==> config.mk <==
export PLATFORM = sky130hd
export DESIGN_NAME = operand_fetch_stage
export DESIGN_NICKNAME = d
export VERILOG_FILES = /design/src/rtl/opfetch_pkg.sv /design/src/rtl/opfetch_scoreboard.sv /design/src/rtl/operand_fetch_stage.sv
export SDC_FILE = /design/constraint.sdc
export NUM_CORES = 1
export LEC_CHECK = 0
export CORE_MARGIN = 2
export CORE_UTILIZATION = 39
export DETAILED_ROUTE_END_ITERATION = 10
export PLACE_DENSITY = 0.8
export SYNTH_ARGS = -nofsm -noshare
export SYNTH_HDL_FRONTEND = slang
export SYNTH_HIERARCHICAL = 1
export SYNTH_SLANG_ARGS = --single-unit
==> constraint.sdc <==
create_clock -name clk -period 3.11 [get_ports clk]
set_input_delay 0.622 -clock clk [delete_from_list [all_inputs] [get_ports clk]]
set_output_delay 0.622 -clock clk [all_outputs]
set_load 0.02 [all_outputs]
==> src/rtl/opfetch_pkg.sv <==
// Shared defaults and FSM encoding for the operand fetch stage.
// OPFETCH_FWD_EN (optional) enables writeback-to-read forwarding.
package opfetch_pkg;

   localparam int OF_DATA_W = 32;
   localparam int OF_REG_AW = 4;
   localparam int OF_OP_W   = 6;

   typedef enum logic {
      OF_EMPTY = 1'b0,
      OF_FULL  = 1'b1
   } of_state_e;

endpackage

==> src/rtl/opfetch_scoreboard.sv <==
// Pending-write scoreboard: one bit per register, three lookups.
// A set and a clear of the same register in one cycle leaves it pending.
module opfetch_scoreboard
   import opfetch_pkg::*;
#(
   parameter int REG_AW = OF_REG_AW
) (
   input  logic              clk,
   input  logic              reset_n,
   input  logic              set_en,
   input  logic [REG_AW-1:0] set_idx,
   input  logic              clr_en,
   input  logic [REG_AW-1:0] clr_idx,
   input  logic [REG_AW-1:0] q1_idx,
   input  logic [REG_AW-1:0] q2_idx,
   input  logic [REG_AW-1:0] q3_idx,
   output logic              q1_pend,
   output logic              q2_pend,
   output logic              q3_pend
);

   localparam int NREG = 1 << REG_AW;

   logic [NREG-1:0] pend;
   logic [NREG-1:0] pend_nxt;

   always_comb begin
      pend_nxt = pend;
      if (clr_en) pend_nxt[clr_idx] = 1'b0;
      if (set_en) pend_nxt[set_idx] = 1'b1;
   end

   always_ff @(posedge clk or negedge reset_n) begin
      if (!reset_n) pend <= '0;
      else          pend <= pend_nxt;
   end

   assign q1_pend = pend[q1_idx];
   assign q2_pend = pend[q2_idx];
   assign q3_pend = pend[q3_idx];

endmodule

==> src/rtl/operand_fetch_stage.sv <==
// Operand fetch stage: bank read/write steering, hazard stall, output reg.
// Define OPFETCH_FWD_EN to forward same-cycle writeback data to reads.
module operand_fetch_stage
   import opfetch_pkg::*;
#(
   parameter int DATA_W = OF_DATA_W,
   parameter int REG_AW = OF_REG_AW,
   parameter int OP_W   = OF_OP_W
) (
   input  logic              clk,
   input  logic              reset_n,
   input  logic              in_valid,
   output logic              in_ready,
   input  logic [OP_W-1:0]   in_op,
   input  logic [REG_AW-1:0] in_dst,
   input  logic [REG_AW-1:0] in_src1,
   input  logic [REG_AW-1:0] in_src2,
   output logic [REG_AW-1:0] bank_s1,
   output logic [REG_AW-1:0] bank_s2,
   input  logic [DATA_W-1:0] bank_out1,
   input  logic [DATA_W-1:0] bank_out2,
   input  logic              wb_valid,
   input  logic [REG_AW-1:0] wb_dst,
   input  logic [DATA_W-1:0] wb_data,
   output logic              bank_we,
   output logic [REG_AW-1:0] bank_d,
   output logic [DATA_W-1:0] bank_ldr,
   output logic              out_valid,
   input  logic              out_ready,
   output logic [OP_W-1:0]   out_op,
   output logic [REG_AW-1:0] out_dst,
   output logic [DATA_W-1:0] out_a,
   output logic [DATA_W-1:0] out_b
);

   of_state_e         state;
   of_state_e         state_nxt;
   logic              p1, p2, p3;
   logic              h1, h2, h3;
   logic              hazard;
   logic              accept;
   logic [DATA_W-1:0] opa;
   logic [DATA_W-1:0] opb;

   assign bank_s1  = in_src1;
   assign bank_s2  = in_src2;
   assign bank_we  = wb_valid;
   assign bank_d   = wb_dst;
   assign bank_ldr = wb_data;

   opfetch_scoreboard #(.REG_AW(REG_AW)) u_sb (
      .clk     (clk),
      .reset_n (reset_n),
      .set_en  (accept),
      .set_idx (in_dst),
      .clr_en  (wb_valid),
      .clr_idx (wb_dst),
      .q1_idx  (in_src1),
      .q2_idx  (in_src2),
      .q3_idx  (in_dst),
      .q1_pend (p1),
      .q2_pend (p2),
      .q3_pend (p3)
   );

`ifdef OPFETCH_FWD_EN
   logic f1, f2, f3;

   assign f1  = wb_valid && (wb_dst == in_src1);
   assign f2  = wb_valid && (wb_dst == in_src2);
   assign f3  = wb_valid && (wb_dst == in_dst);
   assign h1  = p1 && !f1;
   assign h2  = p2 && !f2;
   assign h3  = p3 && !f3;
   // Bank writes land at the edge, so its read port still shows old data.
   assign opa = f1 ? wb_data : bank_out1;
   assign opb = f2 ? wb_data : bank_out2;
`else
   assign h1  = p1;
   assign h2  = p2;
   assign h3  = p3;
   assign opa = bank_out1;
   assign opb = bank_out2;
`endif

   assign hazard   = h1 | h2 | h3;
   assign in_ready = !hazard && ((state == OF_EMPTY) || out_ready);
   assign accept   = in_valid && in_ready;

   always_ff @(posedge clk or negedge reset_n) begin
      if (!reset_n) state <= OF_EMPTY;
      else          state <= state_nxt;
   end

   always_comb begin
      state_nxt = state;
      unique case (state)
         OF_EMPTY: if (accept)         state_nxt = OF_FULL;
         OF_FULL:  if (accept)         state_nxt = OF_FULL;
                   else if (out_ready) state_nxt = OF_EMPTY;
      endcase
   end

   always_ff @(posedge clk or negedge reset_n) begin
      if (!reset_n) begin
         out_op  <= '0;
         out_dst <= '0;
         out_a   <= '0;
         out_b   <= '0;
      end else if (accept) begin
         out_op  <= in_op;
         out_dst <= in_dst;
         out_a   <= opa;
         out_b   <= opb;
      end
   end

   assign out_valid = (state == OF_FULL);

endmodule

# Word level (Yosys, flattened, before mapping)
# Index checks and enable logic that the tools add are counted.
# totals
memories	0
latchBits	0
output_inout_bits	121
mem_bits_ro	0
ff_bits	91
ram_bits	0
# classes
magnitude_cmp	6
n_shift	0
eq_ne	0
mux	16
div	0
n_mul	0
addsub	0
bitwise_logic	6
n_reduce_logical	6
# ops
cell	n
16-bit two-way mux	2
4-bit by 5-bit less-than comparator with 1-bit output (second input constant)	4
16-bit bitwise AND	1
16-bit inverter	1
16-bit OR	1
1-bit binary-select mux with 4-bit select	3
1-bit demux with 4-bit select	2
4-bit by 1-bit greater-or-equal comparator with 1-bit output (second input constant)	2
1-bit two-way mux	8
1-bit logical AND	4
1-bit OR	2
1-bit case mux with 2 select lines	1
1-bit logical NOT	1
1-bit logical OR	1
1-bit inverter	1

# Longest topological paths before layout
# Gate-level depths: netlist (run 1).
# depth
word_depth	9
mapped_depth	10
mapped_depth_nobuf	8

# Cells and area by module
# Netlist (run 1), hierarchy kept.
# by_module_without_submodules
module	area_each_um2	cells_per_inst	instances
operand_fetch_stage	3408.3	208	1
opfetch_scoreboard	1087.3	89	1

# Worst setup path after synthesis (run 1)
# OpenSTA, ideal clock, no wires.
# synth_timing
kind	input-to-output
start	input port in_src2[1]
end	output port in_ready
path_stages	4
n_path_buf	0
t_arrival_ns	2.173
required_ns	2.488
path_slack_ns	0.315
path_cell_list	mux4_1 mux2i_1 mux2i_1 nor4b_1
# synth_between
elab_chain_len	6
# synth_rtl
element	line_no	rtl
from (decl)	operand_fetch_stage.sv:17	input logic [REG_AW-1:0] in_src2,
1-bit binary-select mux with 4-bit select	opfetch_scoreboard.sv:39	assign q2_pend = pend[q2_idx];
1-bit two-way mux (implied by the code)	opfetch_scoreboard.sv:39	
named net h2	operand_fetch_stage.sv:39	logic h1, h2, h3;
1-bit OR (2 in a row)	operand_fetch_stage.sv:86	assign hazard = h1 | h2 | h3;
1-bit logical NOT	operand_fetch_stage.sv:87	assign in_ready = !hazard && ((state == OF_EMPTY) || out_ready);
1-bit logical AND	operand_fetch_stage.sv:87	
to (decl)	operand_fetch_stage.sv:13	output logic in_ready,
# The timed path passes the listed nets, and every way through them passes these cells. The select of a mux whose other input is x is not followed.

# Worst setup path after layout (run 1)
# layout_timing
start	input port in_src1[1]
end	register out_b[8]
# layout_between
elab_chain_len	7
# layout_rtl
element	line_no	rtl
from (decl)	operand_fetch_stage.sv:16	input logic [REG_AW-1:0] in_src1,
1-bit binary-select mux with 4-bit select	opfetch_scoreboard.sv:38	assign q1_pend = pend[q1_idx];
1-bit two-way mux (implied by the code)	opfetch_scoreboard.sv:38	
named net h1	operand_fetch_stage.sv:39	
1-bit OR (2 in a row)	operand_fetch_stage.sv:86	
1-bit logical NOT	operand_fetch_stage.sv:87	
1-bit logical AND	operand_fetch_stage.sv:87	
1-bit logical AND	operand_fetch_stage.sv:88	assign accept = in_valid && in_ready;
to (signal assigned)	operand_fetch_stage.sv:114	out_b <= opb;
to (decl)	operand_fetch_stage.sv:33	output logic [DATA_W-1:0] out_b
# The timed path passes the listed nets, and every way through them passes these cells. The select of a mux whose other input is x is not followed.
# A chain may end at the register's enable or synchronous reset.

==> flow_metrics.env, run 1 <==
export IMPL_rsz0062_at_grt="yes"
export IMPL_die_h_microns=111
export IMPL_worst_slew_pin_slew_ns=1.11
export IMPL_layout_min_cycle_time_ns=3.02
export IMPL_io_buffers=179
export IMPL_route_detailed_drc=0
export IMPL_critPathSlowestCell="mux4_1"
export IMPL_synth_seq_cells=91
export IMPL_insertion_delay_ns=0.34
export IMPL_postCtsSetupBuffers=0
export IMPL_path_max_fanout=35
export IMPL_skew_ns=0.0100
export IMPL_totalWireLength_mm=10.7
export IMPL_clock_sinks=91
export IMPL_io_pins=244
export IMPL_dieArea_sq_um=12400
export IMPL_synth_main_ff_cell="dfrtp_1"
export IMPL_ir_drop_mv=0.531
export IMPL_status="finished clean"
export IMPL_cts_root_buf="clkbuf_16"
export IMPL_die_w_microns=111
export IMPL_synth_largest_area_cell="dfrtp_1"
export IMPL_route_top_layer_used="met4"
export IMPL_endpoint_kind="register"
export IMPL_fmax_mhz=332
export IMPL_synth_area_leaders="dfrtp_1 51%, mux2_4 16%, buf_4 7.8%"
export IMPL_wl_met1_mm=4.40
export IMPL_dp_hpwl_mm=7.88
export IMPL_synth_nets=420
export IMPL_pre_cts_ws_ns=-0.650
export IMPL_startpoint="in_src1[1]"
export IMPL_whs_ns=0.505
export IMPL_cpMostUsedCell="mux2i_1"
export IMPL_path_class="primary input to register"
export IMPL_cts_buffer_depth=2
export IMPL_async_flop_share_pct=100
export IMPL_dpl_cell_area_sq_um=6140
export IMPL_start_kind="primary input"
export IMPL_wl_met2_mm=5.18
export IMPL_yosys_top_cells_count="91 x dfrtp_1, 49 x mux2_4, 47 x buf_4, 31 x o21ai_0, 25 x mux2_2"
export IMPL_wl_met3_microns=878
export IMPL_hold_class="primary input to async pin"
export IMPL_crit_arrival_ns=3.23
export IMPL_antenna_found_initial=0
export IMPL_drive_gt1_share_pct=25.7
export IMPL_cts_tree="built"
export IMPL_worstSetupEndpoint="out_b[8]$_DFFE_PN0P_"
export IMPL_ys_warnings_count=6
export IMPL_gp_congestion=0.901
export IMPL_synth_edf_count=0
export IMPL_synth_most_common_cell="dfrtp_1"
export IMPL_setup_tns_ns=0
export IMPL_dr_first_iter_drc_count=151
export IMPL_design_area_sq_um=6480
export IMPL_min_period_over_period_pct=97.0
export IMPL_avgSynthCellArea_sq_um=15.1
export IMPL_cts_hold_buffers=0
export IMPL_wire_per_inst_microns=17.8
export IMPL_nNetsFinal=573
export IMPL_htreeDepth=3
export IMPL_drtAntennaViolNets=0
export IMPL_start_util_pct=39.7
export IMPL_core_sq_um=11300
export IMPL_viasPerCell=5.05
export IMPL_setup_viol=0
export IMPL_critPathRequiredTime_ns=3.32
export IMPL_synth_top_area_share_pct=50.7
export IMPL_max_slew_margin_pct=26.1
export IMPL_numCtsBuffers=9
export IMPL_num_rows=39
export IMPL_drt_first_pass_iters=6
export IMPL_slew_viol_final=0
export IMPL_synthCells=297
export IMPL_worstPathCellList="clkdlybuf4s50_1 -> mux4_1 -> mux2i_1 -> mux2i_1 -> buf_4 -> nor4b_2 -> nand2_1 -> inv_4 -> buf_16 -> mux2_2"
export IMPL_reg2regPathDepth=9
export IMPL_r2r_start="u_sb/pend[4]$_DFF_PN0_"
export IMPL_grt_pass1_vias=3335
export IMPL_synth_seq_area_share_pct=50.7
export IMPL_overflow=0
export IMPL_ff2ff_setup_slack_ns=0.43
export IMPL_cap_violations=0
export IMPL_critical_path_max_stage_delay_ns=0.55
export IMPL_p_leak_nw=2.79
export IMPL_power_density_nw_per_um2=1070
export IMPL_track_usage_pct=17.2
export IMPL_grt_first_pass_wirelength_mm=17.1
export IMPL_antennaDiodeCount=0
export IMPL_hold_violations=0
export IMPL_synth_cell_type_count=19
export IMPL_synth_area_sq_um=4500
export IMPL_syn2layout_area_growth_pct=44.2
export IMPL_vias=3019
export IMPL_setup_slack_ns=0.0943
export IMPL_r2r_end="out_b[8]$_DFFE_PN0P_"
export IMPL_clk_pin_slew_ns=0.06
export IMPL_grt_max_degree=92
## cells by family (layout without fill, tap and decap cells)
logic type	count (synthesis)	count (layout)	synth area share, %
flip-flops	91	91	50.7
AO/OA/AOI/OAI	32	32	3.62
buffers and inverters	54	212	10.6
multiplexers	95	95	31.6
AND/OR/NAND/NOR	25	25	3.48
## power breakdown
| group | switching, mW | internal [mW] | total, mW |
|---|---|---|---|
| registers | 0.417 | 1.79 | 2.21 |
| clock network | 0.459 | 0.736 | 1.19 |
| logic | 1.48 | 2.06 | 3.53 |
| total | 2.35 | 4.58 | 6.94 |
## worst min path at each step
| stage | start | endpoint | slack, ns | depth (start not counted) |
|---|---|---|---|---|
| 2_1_floorplan | reset_n | out_a[0]$_DFFE_PN0P_ | 0.33 | 0 |
| 3_3_place_gp | out_b[6]$_DFFE_PN0P_ | out_b[6]$_DFFE_PN0P_ | 0.49 | 1 |
| 3_5_place_dp | out_a[10]$_DFFE_PN0P_ | out_a[10]$_DFFE_PN0P_ | 0.49 | 1 |
| 4_1_cts | out_op[4]$_DFFE_PN0P_ | out_op[4]$_DFFE_PN0P_ | 0.51 | 1 |
| 5_1_grt | out_op[4]$_DFFE_PN0P_ | out_op[4]$_DFFE_PN0P_ | 0.52 | 1 |
| 6_report | reset_n | out_op[0]$_DFFE_PN0P_ | 0.51 | 1 |
## state kept, by name (all words and copies together), names as in the netlist
signal,count
out_valid,1
out_dst,4
out_op,6
u_sb/pend,16
out_b,32
out_a,32
## what timing repair did
action	in CTS	in global routing
setup endpoints to repair	6	37
gates resized for setup	11	5
pin swaps	1	1
## cell type report
class                   count  area (sq um)
clock buffers              10           239
clock inverters             6          95.1
fillers                   926          4840
inverters                   1          6.26
multi-input cells         152          1750
flip-flops and latches     91          2280
well taps                 143           179
repair buffers            195          1940
## stage by stage
| stage | power [mW] | util (%) | std cells |
|---|---|---|---|
| after floorplan | 4.34 | - | 297 |
| after global placement | 5.65 | 54.2 | 582 |
| after detailed placement | 5.75 | 54.2 | 582 |
| after CTS | 6.98 | 57.1 | 598 |
| after global routing | 7.29 | 57.3 | 598 |
| final | 6.94 | 57.3 | 598 |
## worst max-delay path: cells and delay by family
| kind | cells | cell delay [ns] |
|---|---|---|
| simple gates | 2 | 0.37 |
| mux | 4 | 1.20 |
| buf+inv | 4 | 1.03 |
## cell usage in the layout, fill, tap and decap left out, types with 2 or more instances in the layout
cell,synthesis,layout
mux2_2,25,25
dlymetal6s2s_1,0,2
o21ai_0,31,31
nand3_1,3,2
clkbuf_16,0,9
bufinv_16,0,2
or2_2,2,2
mux4_2,0,2
nand2b_1,7,7
mux2i_1,9,9
clkdlybuf4s50_1,0,172
nor4b_2,1,2
mux2_4,49,49
nand2_1,5,5
dfrtp_1,91,91
nand3b_1,4,4
inv_6,0,3
buf_4,47,16
dlygate4sd2_1,0,3
mux4_1,12,10
## routing by layer
layer	vias to the layer above	track usage, %
met5	-	0
met1	1471	21.7
met2	171	28.3
li1	1346	-
met4	0	7.49
met3	31	4.25
No activity file was read; power rests on OpenSTA's default activity.
==> run 2, diff against run 1 <==
CORE_ASPECT_RATIO = 1.1   (was default)
==> flow_metrics.env, run 2 (synthesis gave the netlist of run 1 again) <==
export IMPL_setup_viol=0
export IMPL_mostFrequentLayoutCell="clkdlybuf4s50_1"
export IMPL_fmax_mhz=330
export IMPL_stdcell_count=614
export IMPL_cts_buffer_depth=2
export IMPL_hold_class="primary input to async pin"
export IMPL_skew_ns=0.00778
export IMPL_gp_congestion=0.862
export IMPL_clk_pin_slew_ns=0.06
export IMPL_critical_path_max_stage_delay_ns=0.53
export IMPL_drive_gt1_share_pct=28.2
export IMPL_postCtsSetupBuffers=0
export IMPL_layout_common_cells="172 x clkdlybuf4s50_1, 91 x dfrtp_1, 49 x mux2_4"
export IMPL_worst_slew_pin_slew_ns=0.569
export IMPL_register_area_sq_um=2280
export IMPL_endpoint_kind="output pin"
export IMPL_dp_hpwl_mm=7.98
export IMPL_syn2layout_area_growth_pct=46.3
export IMPL_fin_util_pct=58.0
export IMPL_power_density_nw_per_um2=1060
export IMPL_io_buffers=179
export IMPL_crit_buf_inv=2
export IMPL_dieArea_sq_um=12400
export IMPL_vias=3073
export IMPL_cp_top_family="multiplexers"
export IMPL_slew_viol_final=0
export IMPL_fill_cells=900
export IMPL_cap_violations=0
export IMPL_critPathRequiredTime_ns=2.49
export IMPL_insertion_delay_ns=0.34
export IMPL_wire_per_inst_microns=17.8
export IMPL_path_max_fanout=2
export IMPL_die_w_microns=106
export IMPL_io_pins=244
export IMPL_nNetsFinal=582
export IMPL_track_usage_pct=17.1
export IMPL_cts_tree="built"
export IMPL_path_class="primary input to output pin"
export IMPL_clock_sinks=91
export IMPL_status="finished clean"
export IMPL_grt_first_pass_wirelength_mm=16.5
export IMPL_cpMostUsedCell="mux2i_2"
export IMPL_totalWireLength_mm=11.0
export IMPL_htreeDepth=3
export IMPL_route_detailed_drc=0
export IMPL_hold_violations=0
export IMPL_max_slew_margin_pct=62.1
export IMPL_overflow=0
export IMPL_reg_largest_list="out_a x32, out_b x32, u_sb/pend x16"
export IMPL_dp_cells=595
export IMPL_dr_first_iter_drc_count=229
export IMPL_die_h_microns=117
export IMPL_layout_min_cycle_time_ns=3.03
export IMPL_multi_input_area_sq_um=1760
export IMPL_start_util_pct=39.7
export IMPL_antennaDiodeCount=0
export IMPL_drtAntennaViolNets=0
export IMPL_start_kind="primary input"
export IMPL_num_rows=41
export IMPL_worstPathCellList="clkdlybuf4s50_1 -> mux4_2 -> mux2i_2 -> mux2i_2 -> nor4b_2 -> buf_4"
export IMPL_drt_first_pass_iters=5
export IMPL_core_sq_um=11300
export IMPL_p_leak_nw=2.82
export IMPL_ir_drop_mv=0.500
export IMPL_setup_tns_ns=0
export IMPL_grt_pass1_vias=3175
export IMPL_min_period_over_period_pct=97.5
export IMPL_cts_root_buf="clkbuf_16"
export IMPL_crit_arrival_ns=2.41
export IMPL_numCtsBuffers=9
export IMPL_viasPerCell=5.00
export IMPL_antenna_found_initial=0
export IMPL_grt_max_degree=47
export IMPL_critPathSlowestCell="clkdlybuf4s50_1"
## run 2: cell types whose count changed in the layout (fill, tap and decap cells not counted), sizes merged
cell      before  now
buf           18   24
clkbuf        10   12
clkinv         1    3
clkinvlp       0    2
inv            4    2
bufinv         2    1
## run 2: layout make-up
type | instances | share of cell area, %
Clock buffer | 10 | 3.63
Clock inverter | 6 | 1.08
Inverter | 1 | 0.133
Multi-Input combinational cell | 152 | 26.7
Sequential cell | 91 | 34.6
Tap cell | 150 | 2.85
Timing Repair Buffer | 203 | 30.9
Timing Repair inverter | 1 | 0.0761
## run 2: routing by layer
layer  wire (microns)  vias up  GRT usage [%]
li1                 -     1358              -
met1             4280     1492           21.4
met2             5460      198           28.8
met3             1000       25           3.91
met4              214        0           7.19
met5                0        -              0
## run 2: what timing repair did
item	4_1_cts	5_1_grt
hold buffers	0	0
endpoints found under the setup margin	2	89
pin swaps	0	1
gates cloned	0	3
gates resized for setup	11	11
## run 2: metrics by stage
stage / power [mW] / setup slack [ns] / hold slack [ns] / cell area [sq um]
finish: 6.96 / 0.0769 / 0.289 / 6580
global route: 7.32 / -0.0154 / 0.339 / 6580
CTS: 6.92 / 0.0312 / 0.307 / 6510
detailed placement: 5.76 / -0.624 / 0.491 / 6190
global placement: 5.68 / -0.610 / 0.491 / 6190
floorplan: 4.34 / 0.315 / 0.326 / 4500
## run 2: final timing paths
| check | start | endpoint | slack [ns] | cells after the start |
|---|---|---|---|---|
| max | in_dst[1] | in_ready | 0.08 | 6 |
| min | reset_n | out_b[16]$_DFFE_PN0P_ | 0.29 | 1 |
| max reg2reg | u_sb/pend[9]$_DFF_PN0_ | out_b[14]$_DFFE_PN0P_ | 0.53 | 9 |
| min in group clk | out_b[0]$_DFFE_PN0P_ | out_b[0]$_DFFE_PN0P_ | 0.50 | 1 |
| max in group asynchronous | reset_n | out_op[1]$_DFFE_PN0P_ | 2.07 | 2 |
| min reg2reg | out_b[0]$_DFFE_PN0P_ | out_b[0]$_DFFE_PN0P_ | 0.50 | 1 |
## run 2: power breakdown
| part | total [mW] | internal, mW | switching, mW |
|---|---|---|---|
| clock | 1.12 | 0.652 | 0.468 |
| sequential | 2.18 | 1.79 | 0.387 |
| combinational | 3.66 | 2.13 | 1.53 |
==> RTL change, RTL diff (config.mk and constraints of run 1) <==
Build with the macro `OPFETCH_FWD_EN` defined.
--- a/src/rtl/operand_fetch_stage.sv
+++ b/src/rtl/operand_fetch_stage.sv
@@ -1,5 +1,7 @@
 // Operand fetch stage: bank read/write steering, hazard stall, output reg.
 // Define OPFETCH_FWD_EN to forward same-cycle writeback data to reads.
+`define OPFETCH_FWD_EN
+
 module operand_fetch_stage
    import opfetch_pkg::*;
 #(
Behaviour: not the same (Yosys sat finds a counterexample within 4 cycles, from zero or initial values and one cycle with reset_n low).
==> RTL change against run 1 <==
- combinational power grew 6.5%
- global-route usage grew 3.1 points
- sequential cell count is the same
- worst setup slack lost 0.0046 ns
- routed wire length grew 44%
- non-clock buffer count grew 72
- first-iteration DRC count grew 42%
- sequential power is essentially flat
- synthesized area grew 21%
- sequential share of layout area shrank 7.1 points
- worst hold slack lost 0.25 ns
- power grew 3.1%
- final area grew 25%
- critical endpoint is now in_ready
- largest power group unchanged
==> RTL change: results (changes against run 1) <==
Status - complete, no violations
Placement Cell Area - 7810 um^2 (+27%)
Antenna diodes - 0 (unchanged)
Crit Path Max Fanout - 4 (-89%)
Multi-input gate area - 2600 um^2 (+49%)
Buffers excl. clock - 267 (+37%)
Pwr dens - 880 nW/um^2 (-18%)
Nets@finish - 730 (+27%)
Crit path DAT - 2.40 ns (-0.83 ns)
Max IR drop VDD - 0.000444 V (-16%)
Buffering overhead - 33.2% (+3.3 points)
Share of post-route cells with drive strength above 1 - 31.0% (+5.3 points)
Clk_skew - 0.00728 ns (-0.00273 ns)
Global-route met3 utilization - 3.42% (-0.83 points)
Synth-to-Final Area Change - 49.9%
Port Buffers - 243 (+36%)
Clock-cell share - 3.99% (-1.2 points)
Placer Congestion - 0.959 (+6.5%)
Grt met1 use - 23.6% (+1.9 points)
CTS H-tree depth - 3 (unchanged)
Sequential cell area fraction in the yosys report - 42.0% (-8.7 points)
M2 GR Usage - 37.2% (+8.9 points)
#MultiIn Comb - 237 (+56%)
Register area - 2280 um^2 (unchanged)
Max_slew headroom - 63.6% (+37 points)
Comb pwr share - 52.6% (+1.7 points)
Post-Syn Instances - 390 (+31%)
Clock-pin slew on the worst setup and hold paths - 0.06 ns (about the same)
Vias - 4058 (+34%)
Metal-1 WL - 5.98 mm (+36%)
All-layer global routing usage - 20.3% (+3.1 points)
Placed cells - 776 (+33%)
First-pass GRT wire length - 23.1 mm (+35%)
Int Power - 0.00464 W (+1.2%)
Leak Pwr - 3.33 nW (+20%)
Non-Filler Instances - 792 (+32%)
Number of synthesized register bits - 91 (unchanged)
Starting DRT DRC Count - 214 (+42%)
Dpl ws - -0.686 ns (-0.0358 ns)
Largest net degree at the start of global routing - 53 (-42%)
# clk buffers - 9 (-1)
Yosys cell types - 31 (+12)
DP HPWL - 11.7 mm (+48%)
Synth top cells by count - mux2_2, dfrtp_1, buf_4
Number of tapcells - 180 (+26%)
Drt pass-1 iters - 5 (-1)
Vias in the first global route - 4297 (+29%)
Routed wl met2 - 7.96 mm (+54%)
Fillers - 1101 (+19%)
Detail Route met3 WL - 1.12 mm (+27%)
RTL change: path summary, 6_finish.rpt:
check                              from        end  slack, ns  cells after the start
max in group asynchronous       reset_n   out_a[5]       2.16                      2
setup reg to reg           u_sb/pend[5]  out_a[19]       0.49                      8
setup / recovery              in_dst[0]   in_ready       0.09                      7
hold / removal                  reset_n   out_b[8]       0.26                      1
min in group clk               out_b[0]   out_b[0]       0.51                      1
hold reg to reg                out_b[0]   out_b[0]       0.51                      1
RTL change: kinds of logic (layout without fill, tap and decap cells):
family	count (synthesis)	after routing	share of synthesized area, %
compound gates	35	35	3.58
xor+xnor	12	12	1.94
buf+inv	62	284	10.1
flops	91	91	42.0
mux	159	159	38.8
simple gates	31	31	3.67
RTL change: critical path, cell delays in order:
cell and delay (ns):
clkdlybuf4s15_1 0.28, mux4_1 0.58, mux2i_1 0.22, mux2i_1 0.13, o41ai_2 0.10, nor3b_2 0.28
buf_4 0.18
